===== config.mk =====
export PLATFORM = sky130hd
export DESIGN_NAME = counter_display
export DESIGN_NICKNAME = d
export VERILOG_FILES = /design/src/rtl/counter_pkg.sv /design/src/rtl/counter_display_seg7_decode.sv /design/src/rtl/counter_display.sv
export SDC_FILE = /design/constraint.sdc
export NUM_CORES = 1
export LEC_CHECK = 0
export CAP_MARGIN = 20
export CORE_ASPECT_RATIO = 1.25
export CORE_MARGIN = 2
export CORE_UTILIZATION = 45
export DETAILED_ROUTE_END_ITERATION = 8
export PLACE_DENSITY = 0.71
export RECOVER_POWER = 25
export SLEW_MARGIN = 5
export SYNTH_ARGS = -nofsm -noshare
export SYNTH_HDL_FRONTEND = slang
export SYNTH_SLANG_ARGS = --single-unit

===== constraint.sdc =====
create_clock -name clk -period 2.7 [get_ports clk]
set_clock_uncertainty 0.1 [all_clocks]
set_input_delay 0.405 -clock clk [delete_from_list [all_inputs] [get_ports clk]]
set_output_delay 0.405 -clock clk [all_outputs]
set_load 0.02 [all_outputs]

===== src/rtl/counter_pkg.sv =====
// Shared display constants: active-low segment patterns, digit enables, digit select type.
package counter_pkg;

  localparam logic [6:0] SEG_BLANK = 7'h7F;

  // Segment order {g,f,e,d,c,b,a}, active-low
  localparam logic [6:0] SEG_DIGIT [0:9] = '{
    7'h40, 7'h79, 7'h24, 7'h30, 7'h19,
    7'h12, 7'h02, 7'h78, 7'h00, 7'h10
  };

  localparam logic [1:0] AN_OFF  = 2'b11;
  localparam logic [1:0] AN_ONES = 2'b10;
  localparam logic [1:0] AN_TENS = 2'b01;

  typedef enum logic {
    DIG_ONES = 1'b0,
    DIG_TENS = 1'b1
  } digit_sel_t;

endpackage


===== src/rtl/counter_display_seg7_decode.sv =====
// BCD digit to active-low 7-segment pattern; non-BCD codes blank the digit.
// Purely combinational, zero latency; no flow control.
module seg7_decode
  import counter_pkg::*;
(
  input  logic [3:0] digit,
  output logic [6:0] seg
);

  always_comb begin
    seg = SEG_BLANK;
    if (digit < 4'd10) seg = SEG_DIGIT[digit];
  end

endmodule


===== src/rtl/counter_display.sv =====
// Two-digit multiplexed 7-seg driver for a 0..31 value, snapshotted once per frame.
// Outputs are registered one cycle behind prescaler state; no backpressure, display free-runs.
module counter_display
  import counter_pkg::*;
#(
  parameter int REFRESH_DIV = 50000,
  parameter bit BLANK_LZ    = 1'b1
) (
  input  logic       clk,
  input  logic       reset,
  input  logic [4:0] q_in,
  output logic [6:0] seg,
  output logic [1:0] an,
  output logic       frame_tick
);

  localparam int CW = (REFRESH_DIV > 1) ? $clog2(REFRESH_DIV) : 1;

  logic [CW-1:0] cnt;
  digit_sel_t    sel;
  logic [4:0]    snap;
  logic          tick;
  logic [1:0]    tens;
  logic [3:0]    ones;
  logic [3:0]    digit;
  logic [6:0]    dec_seg;

  assign tick = (cnt == CW'(REFRESH_DIV - 1));

  // Range compare and subtract is enough for 0..31; no divider needed
  always_comb begin
    tens = 2'd0;
    ones = snap[3:0];
    if (snap >= 5'd30) begin
      tens = 2'd3;
      ones = 4'(snap - 5'd30);
    end else if (snap >= 5'd20) begin
      tens = 2'd2;
      ones = 4'(snap - 5'd20);
    end else if (snap >= 5'd10) begin
      tens = 2'd1;
      ones = 4'(snap - 5'd10);
    end
  end

  assign digit = (sel == DIG_TENS) ? {2'b00, tens} : ones;

  seg7_decode u_dec (
    .digit (digit),
    .seg   (dec_seg)
  );

  always_ff @(posedge clk or negedge reset) begin
    if (!reset) begin
      cnt        <= '0;
      sel        <= DIG_ONES;
      snap       <= '0;
      seg        <= SEG_BLANK;
      an         <= AN_OFF;
      frame_tick <= 1'b0;
    end else begin
      cnt        <= tick ? '0 : cnt + CW'(1);
      frame_tick <= tick && (sel == DIG_TENS);
      if (tick) begin
        sel <= (sel == DIG_ONES) ? DIG_TENS : DIG_ONES;
        // End of the tens period closes a frame: take the next value here only
        if (sel == DIG_TENS) snap <= q_in;
      end

      if (cnt == '0) begin
        an  <= AN_OFF;
        seg <= SEG_BLANK;
      end else if (sel == DIG_ONES) begin
        an  <= AN_ONES;
        seg <= dec_seg;
      end else begin
        an  <= AN_TENS;
        seg <= (BLANK_LZ && tens == 2'd0) ? SEG_BLANK : dec_seg;
      end
    end
  end

endmodule


After elaboration in Yosys (flattened, before gate mapping)

Memories as Yosys holds them, arrays and structs flattened.
Cells that the tools add are included.

Memories: 1
Input port bits: 7
Word-level logic and storage cells: 39
Register bits after elaboration: 32
Bits in read-only memories: 112

Memories:

| name             | words | width | read ports | clocked after Yosys merged registers in | wr ports | line                              | text |
|---|---|---|---|---|---|---|---|
| (name not given) | 16    | 7     | 1          | 0                                       | 0        | counter_display_seg7_decode.sv:12 | `if (digit < 4'd10) seg = SEG_DIGIT[digit];` |

Reductions and logical operators: 4
Add/sub/neg operators: 4
$lt $le $gt $ge: 5
Bitwise operators: 1
Eq/ne operators: 1
Mux-type cells: 17

Operators by type and width:

| operator                                                                            | number |
|---|---|
| 7-bit two-way mux                                                                   | 6 |
| 16-bit by 1-bit adder with 16-bit output, second input constant                     | 1 |
| 16-bit == test, second input constant                                               | 1 |
| 16-bit zero test                                                                    | 1 |
| 16-bit two-way mux                                                                  | 1 |
| 4-bit two-way mux                                                                   | 4 |
| 5-bit greater-or-equal comparator, second input constant                            | 3 |
| 2-bit two-way mux                                                                   | 4 |
| 4-bit subtractor, second input constant                                             | 2 |
| 5-bit by 4-bit greater-or-equal comparator with 1-bit output, second input constant | 1 |
| 4-bit inverter with 5-bit output                                                    | 1 |
| 4-bit less-than comparator, second input constant                                   | 1 |
| 4-bit by 3-bit subtractor with 4-bit output, second input constant                  | 1 |
| 2-bit zero test                                                                     | 1 |
| 1-bit two-way mux                                                                   | 2 |
| 2-bit AND reduction                                                                 | 1 |
| 1-bit logical AND                                                                   | 1 |

Depth between registers and ports, before layout

Gate-level depths: netlist (run 1).

Depth in word-level cells: 13
Gate-level depth with buffers: 12
Depth with buffers taken out: 11

Cells and area by module

From an unflattened synthesis (run 1), not the netlist that was laid out.

Cell total of the unflattened synthesis: 190
Area, all modules: 1930.6 um^2

By module, submodules not included:

| module          | cells each | area an instance (um^2) | times used |
|---|---|---|---|
| counter_display | 160        | 1732.9                  | 1 |
| seg7_decode     | 30         | 197.7                   | 1 |

Worst setup path after synthesis (run 1)

No wires, ideal clock.

Path kind: register to register
Start: register snap[2]
End: register seg[6]
Library setup time: 0.082 ns
Arrival time: 2.211 ns
Setup slack: 0.307 ns
Cell stages (with the launch flop): 13
Buffers on the path: 2
Cells stage by stage: dfrtp_1 > buf_2 > inv_1 > ha_1 > nand2b_1 > a21boi_2 > mux2i_1 > o211a_1 > buf_2 > inv_1 > ha_1 > mux2_2 > o31a_1

Longest elaborated chain between the ends: 13
Elaborated cells between the ends (all ways): 23

RTL lines:

| element                                                                                          | line                                         | text |
|---|---|---|
| start: declaration                                                                               | counter_display.sv:21                        | `logic [4:0] snap;` |
| start signal: assignment                                                                         | counter_display.sv:67                        | `if (sel == DIG_TENS) snap <= q_in;` |
| 4-bit subtractor or 5-bit by 4-bit greater-or-equal comparator with 1-bit output (tied branches) | counter_display.sv:42, counter_display.sv:40 |  |
| 4-bit two-way mux or 1-bit two-way mux (tied branches)                                           | counter_display.sv:40                        | `end else if (snap >= 5'd10) begin` |
| 4-bit two-way mux or 2-bit two-way mux (tied branches)                                           | counter_display.sv:37                        | `end else if (snap >= 5'd20) begin` |
| 4-bit two-way mux or 2-bit two-way mux (tied branches)                                           | counter_display.sv:34                        | `if (snap >= 5'd30) begin` |
| 4-bit two-way mux                                                                                | counter_display.sv:46                        | `assign digit = (sel == DIG_TENS) ? {2'b00, tens} : ones;` |
| 4-bit inverter with 5-bit output (not written as such)                                           | counter_display_seg7_decode.sv:12            |  |
| memory 16 x 7 bit                                                                                | -                                            |  |
| 7-bit two-way mux (not written as such) (2 in series)                                            | counter_display_seg7_decode.sv:12            |  |
| 7-bit two-way mux                                                                                | counter_display_seg7_decode.sv:12            |  |
| 7-bit two-way mux                                                                                | counter_display.sv:78                        | `seg <= (BLANK_LZ && tens == 2'd0) ? SEG_BLANK : dec_seg;` |
| 7-bit two-way mux *                                                                              | counter_display.sv:73                        | `end else if (sel == DIG_ONES) begin` |
| 7-bit two-way mux *                                                                              | counter_display.sv:70                        | `if (cnt == '0) begin` |
| end signal: assignment                                                                           | counter_display.sv:75                        | `seg <= dec_seg;` |
| end signal: assignment                                                                           | counter_display.sv:78                        |  |
| end: declaration                                                                                 | counter_display.sv:12                        | `output logic [6:0] seg,` |

Mark *: on every way between the ends. The rest lies on a longest branch, timed or not. The select of a mux whose other input is x is not followed.
A chain may end at the register's enable or synchronous reset.

Final worst setup path (run 1)

Ends and elaborated chain as after synthesis.

==> flow_metrics.env, run 1 <==
export IMPL_status="finished, violations left"
export IMPL_violations="capacitance limit, slew limit"
export IMPL_clock_sinks=32
export IMPL_min_path_type="reg -> reg"
export IMPL_layout_cells_non_filler=262
export IMPL_drv_cap=1
export IMPL_gr_total_overflow=0
export IMPL_r2r_setup_slack_ns=0.22
export IMPL_rr_endpoint="seg[6]"
export IMPL_io_buffer_count=16
export IMPL_max_stage_delay_ns=0.48
export IMPL_worst_pin_slew_ns=1.69
export IMPL_fmax_mhz=404
export IMPL_setup_slack_ns=0.222
export IMPL_synth_seq_cells=32
export IMPL_ant_nets=0
export IMPL_core_sq_mm=0.00400
export IMPL_dp_final_hpwl_mm=2.42
export IMPL_hold_depth=1
export IMPL_area_growth_pct=17.4
export IMPL_cts_tree="done"
export IMPL_fin_nets=221
export IMPL_drt_wl_total_mm=3.33
export IMPL_drv_slew=33
export IMPL_hold_viol=0
export IMPL_diodes=0
export IMPL_rr_worst_depth=10
export IMPL_htreeDepth=2
export IMPL_ys_top_cells_by_area="dfrtp_1, dfstp_2, ha_1, xor2_1, mux2_2"
export IMPL_leakagePower_nw=0.973
export IMPL_grt_max_degree=33
export IMPL_drt_iter0_drc=31
export IMPL_setup_worst_path_class="reg -> reg"
export IMPL_post_route_util_pct=54.3
export IMPL_die_w_microns=61.3
export IMPL_setup_viol=0
export IMPL_yosysTopAreaCell="dfrtp_1"
export IMPL_clkLatencyLatePin_ns=0.28
export IMPL_period_needed_ns=2.48
export IMPL_clkSlewWorstSetupHoldPaths_ns=0.06
export IMPL_holdPathEnd="cnt[13]"
export IMPL_cts_hold_buffers_added=0
export IMPL_vdd_drop_max_v=0.000187
export IMPL_synth_warnings=0
export IMPL_synth_area_sq_mm=0.00185
export IMPL_postSynthAreaPerCell_sq_um=10.2
export IMPL_drtPass1Iterations=4
export IMPL_synth_top_area_share_pct=31.1
export IMPL_cts_setup_buffers=0
export IMPL_syn_inst=182
export IMPL_synthArstFlopShare_pct=100
export IMPL_cp_end_kind="register"
export IMPL_use_met1_pct=20.2
export IMPL_die_area_sq_mm=0.00464
export IMPL_io_pins=17
export IMPL_grt_pass1_wl_mm=5.95
export IMPL_fillers=377
export IMPL_p_per_area_mw_per_mm2=389
export IMPL_syn_nets=198
export IMPL_cts_buffers=5
export IMPL_power_w=0.000846
export IMPL_synth_ff_type="dfrtp_1"
export IMPL_grtUsageTotal_pct=17.5
export IMPL_root_buffer="clkbuf_8"
export IMPL_ys_types=47
export IMPL_initial_core_util_pct=46.2
export IMPL_path_max_fanout=11
export IMPL_top_usage_layer="met2"
export IMPL_grt_antenna_before_repair=0
export IMPL_grtUsageMet3_pct=4.75
export IMPL_grt_pass1_vias=1341
export IMPL_reg2reg_from="snap[2]"
export IMPL_drc=0
export IMPL_min_period_over_period_pct=91.8
export IMPL_layout_drive_gt1_share_pct=18.4
export IMPL_dp_worst_setup_slack_ns=0.164
export IMPL_path_cells="inv_1 -> ha_1 -> nand2b_1 -> a21boi_2 -> mux2i_1 -> o211a_1 -> inv_1 -> ha_1 -> mux2_2 -> o31a_1"
export IMPL_dp_cells=254
export IMPL_grtUsageMet2_pct=30.4
export IMPL_place_congestion=0.882
export IMPL_row_count=26
export IMPL_seq_area_frac_synth_pct=43.9
export IMPL_tns_ns=0
export IMPL_relSlewSlack_pct=-12.9
export IMPL_dr_total_vias=1370
export IMPL_fp_dieH_microns=75.7
export IMPL_synth_edf_count=0
export IMPL_arrival_ns=2.59
export IMPL_crit_path_top_delay_cell="dfrtp_2"
export IMPL_viasPerCell=5.23
export IMPL_crit_path_start_kind="register"
export IMPL_rsz0062_at_grt="no"
export IMPL_wl_per_cell_microns=12.7
export IMPL_min_from="cnt[13]"
export IMPL_max_clock_path_buffers=2
export IMPL_required_ns=2.81
## state kept, by name, indices dropped and copies added, names as in the netlist
name        cells
an              2
cnt            16
frame_tick      1
seg             7
sel             1
snap            5
## metrics by stage
step | instance area (sq um) | hold slack [ns]
after floorplan | 1850 | 0.00941
after global placement | 2090 | 0.380
after detailed placement | 2090 | 0.387
after CTS | 2170 | 0.395
after global routing | 2170 | 0.407
final | 2170 | 0.393
## worst max path at each step
stage | end | start
global placement | seg[6] | snap[2]
CTS | seg[6] | snap[2]
global route | seg[6] | snap[2]
finish | seg[6] | snap[2]
floorplan | seg[6] | snap[2]
detailed placement | seg[6] | snap[2]
## kinds of logic after synthesis
| kind of cell | share of synthesized area [%] |
|---|---|
| and+or+nand+nor | 20.9 |
| DFF | 43.9 |
| AOI/OAI and AO/OA | 13.1 |
| buffers and inverters | 4.19 |
| xor gates and xnor gates | 7.10 |
| adders and majority gates | 6.09 |
| muxes | 4.74 |
## synth_stat cells, types with 2 or more instances
| library cell | count |
|---|---|
| and2_1 | 2 |
| nand3_1 | 9 |
| xor2_1 | 9 |
| dfstp_2 | 9 |
| a21oi_1 | 3 |
| dfrtp_1 | 23 |
| a31oi_1 | 4 |
| nor4_1 | 2 |
| o221ai_1 | 2 |
| inv_1 | 11 |
| buf_2 | 5 |
| mux2i_1 | 2 |
| o21ai_0 | 7 |
| nor2_1 | 16 |
| nand4_1 | 3 |
| nor3_1 | 7 |
| nor2b_1 | 2 |
| nand2_1 | 14 |
| ha_1 | 9 |
| nor4_4 | 2 |
| o211a_1 | 2 |
| mux2_2 | 6 |
| xnor2_1 | 6 |
| o21a_1 | 2 |
| nand2b_1 | 3 |
## power breakdown
| part | internal, W | leakage (nW) | switching, W |
|---|---|---|---|
| clock network | 0.000181 | 0.0422 | 0.000167 |
| logic | 0.00000778 | 0.532 | 0.00000984 |
| registers | 0.000480 | 0.398 | 0 |
| total | 0.000669 | 0.973 | 0.000177 |
## cell type report
| class | count | area, sq um | area share [%] |
|---|---|---|---|
| Inverter | 12 | 45.0 | 2.07 |
| Sequential cell | 32 | 813 | 37.5 |
| Tap cell | 56 | 70.1 | 3.23 |
| Timing Repair Buffer | 22 | 201 | 9.28 |
| Multi-Input combinational cell | 132 | 960 | 44.2 |
| Clock inverter | 1 | 5.00 | 0.231 |
| Clock buffer | 7 | 76.3 | 3.52 |
## worst max-delay path: cells and delay by family, from the launching register on
kind | cells | cell delay [ns]
compound gates | 3 | 0.76
flops | 1 | 0.48
mux | 2 | 0.46
fa+ha+maj | 2 | 0.36
buf+inv | 2 | 0.18
simple gates | 1 | 0.08
## cells in the final DEF, fill, tap and decap left out, drive strengths merged, types with 3 or more instances in the layout
cell and instances:
dfrtp 23, nor2 17, clkdlybuf4s50 16, nand2 14, inv 12, nand3 10
xor2 9, ha 9, dfstp 9, clkbuf 8, nor3 7, o21ai 7
xnor2 6, mux2 6, buf 5, a31oi 4, nor4 4, nand2b 3
a21oi 3, nand4 3, and2 3
## repair_timing
action	4_1_cts	5_1_grt
setup endpoints to repair	0	1
hold endpoints to repair	0	0
resized for setup	0	1
## routing by layer
layer | wire length [microns] | part of all wire (%)
met5 | 0 | 0
met4 | 48 | 1.4
met3 | 71 | 2.1
met2 | 1790 | 54
met1 | 1420 | 43
Power figures use the tool's default switching activity.
==> run 2, diff against run 1 <==
==> constraint.sdc (replaced) <==
create_clock -name clk -period 2.7 [get_ports clk]
set_clock_uncertainty 0.1 [all_clocks]
set_input_delay 0.54 -clock clk [delete_from_list [all_inputs] [get_ports clk]]
set_output_delay 0.54 -clock clk [all_outputs]
set_load 0.02 [all_outputs]
==> flow_metrics.env, run 2 (synthesis gave the netlist of run 1 again) <==
export IMPL_status="complete, no violations"
export IMPL_diodes=0
export IMPL_grt_pass1_vias=1341
export IMPL_final_cell_mix="dfrtp_1, nor2_1, clkdlybuf4s50_1, nand2_1, inv_1"
export IMPL_drv_cap=0
export IMPL_cts_buffers=5
export IMPL_cts_hold_buffers_added=0
export IMPL_initial_core_util_pct=46.2
export IMPL_fmax_mhz=404
export IMPL_layout_drive_gt1_share_pct=18.9
export IMPL_viasPerCell=5.23
export IMPL_cts_resized_gates=0
export IMPL_fp_dieH_microns=75.7
export IMPL_cts_tree="done"
export IMPL_power_w=0.000845
export IMPL_regMostFlops="cnt"
export IMPL_period_needed_ns=2.48
export IMPL_largest_register_ffs=16
export IMPL_path_max_fanout=11
export IMPL_drc=0
export IMPL_fin_nets=221
export IMPL_place_congestion=0.882
export IMPL_tns_ns=0
export IMPL_drtPass1Iterations=4
export IMPL_setup_worst_path_class="reg -> reg"
export IMPL_arrival_ns=2.59
export IMPL_core_sq_mm=0.00400
export IMPL_cp_end_kind="register"
export IMPL_setup_viol=0
export IMPL_max_clock_path_buffers=2
export IMPL_drt_iter0_drc=31
export IMPL_crit_path_start_kind="register"
export IMPL_root_buffer="clkbuf_8"
export IMPL_dr_total_vias=1370
export IMPL_holdWs_ns=0.393
export IMPL_ant_nets=0
export IMPL_io_buffer_count=16
export IMPL_drt_wl_total_mm=3.33
export IMPL_dp_final_hpwl_mm=2.42
export IMPL_place_area_sq_mm=0.00209
export IMPL_clkSlewWorstSetupHoldPaths_ns=0.06
export IMPL_min_path_type="reg -> reg"
export IMPL_reg_largest_list="cnt (16), seg (7), snap (5)"
export IMPL_max_stage_delay_ns=0.48
export IMPL_grt_pass1_wl_mm=5.95
export IMPL_path_cells="inv_1 -> ha_1 -> nand2b_1 -> a21boi_2 -> mux2i_1 -> o211a_1 -> inv_1 -> ha_1 -> mux2_2 -> o31a_1"
export IMPL_grt_antenna_before_repair=0
export IMPL_crit_path_top_delay_cell="dfrtp_2"
export IMPL_gr_total_overflow=0
export IMPL_grtUsageTotal_pct=17.5
export IMPL_area_growth_pct=17.5
export IMPL_clkLatencyLatePin_ns=0.28
export IMPL_wl_per_cell_microns=12.7
export IMPL_p_per_area_mw_per_mm2=389
export IMPL_rsz0062_at_grt="no"
export IMPL_fin_area_sq_mm=0.00217
export IMPL_die_area_sq_mm=0.00464
export IMPL_vdd_drop_max_v=0.000187
export IMPL_final_common_cell="dfrtp_1"
export IMPL_htreeDepth=2
export IMPL_leakagePower_nw=0.976
export IMPL_relSlewSlack_pct=47.7
export IMPL_min_period_over_period_pct=91.8
export IMPL_grt_max_degree=33
export IMPL_clock_sinks=32
export IMPL_drv_slew=0
export IMPL_hold_viol=0
export IMPL_die_w_microns=61.3
export IMPL_worst_pin_slew_ns=0.784
export IMPL_cts_setup_buffers=0
export IMPL_io_pins=17
export IMPL_row_count=26
export IMPL_required_ns=2.81
-- run 2: critical path, delay by kind of cell (launching register included) --
family,cells,cell delay (ns)
mux,2,0.46
flops,1,0.48
simple gates,1,0.08
buf+inv,2,0.18
compound gates,3,0.76
fa+ha+maj,2,0.36
-- run 2: per-layer routing --
metal,wire length (microns),track usage [%],part of all wire (%),vias to the layer above
li1,-,-,-,691
met1,1420,20.2,43,655
met2,1790,30.4,54,19
met3,71,4.75,2.1,5
met4,48,6.86,1.4,0
met5,0,0,0,-
-- run 2: report_power, final --
group          internal (W)  switching, W
clock network      0.000181      0.000167
registers          0.000480             0
logic            0.00000768    0.00000986
-- run 2: final timing paths --
kind / start / to / slack (ns) / depth (start not counted)
max: snap[2] / seg[6] / 0.22 / 10
max reg2reg: snap[2] / seg[6] / 0.22 / 10
min in group asynchronous: reset / cnt[4] / 0.77 / 2
min reg2reg: cnt[13] / cnt[13] / 0.39 / 1
min: cnt[13] / cnt[13] / 0.39 / 1
max in group asynchronous: reset / snap[2] / 1.18 / 2
-- run 2: final cells by class --
class	instances	area (sq um)
tap	56	70.1
clock buffer	7	76.3
clock inverter	1	5.00
sequential	32	813
timing repair buffer	22	203
inverter	12	45.0
fill	376	1830
multi-input combinational	132	960
-- run 2: per-stage QoR --
| stage | setup WS, ns | util, % | std cells |
|---|---|---|---|
| after floorplan | 0.307 | - | 182 |
| after global placement | 0.225 | 52.3 | 254 |
| after detailed placement | 0.164 | 52.3 | 254 |
| after CTS | 0.153 | 54.3 | 262 |
| after global routing | 0.0166 | 54.3 | 262 |
| final | 0.222 | 54.3 | 262 |
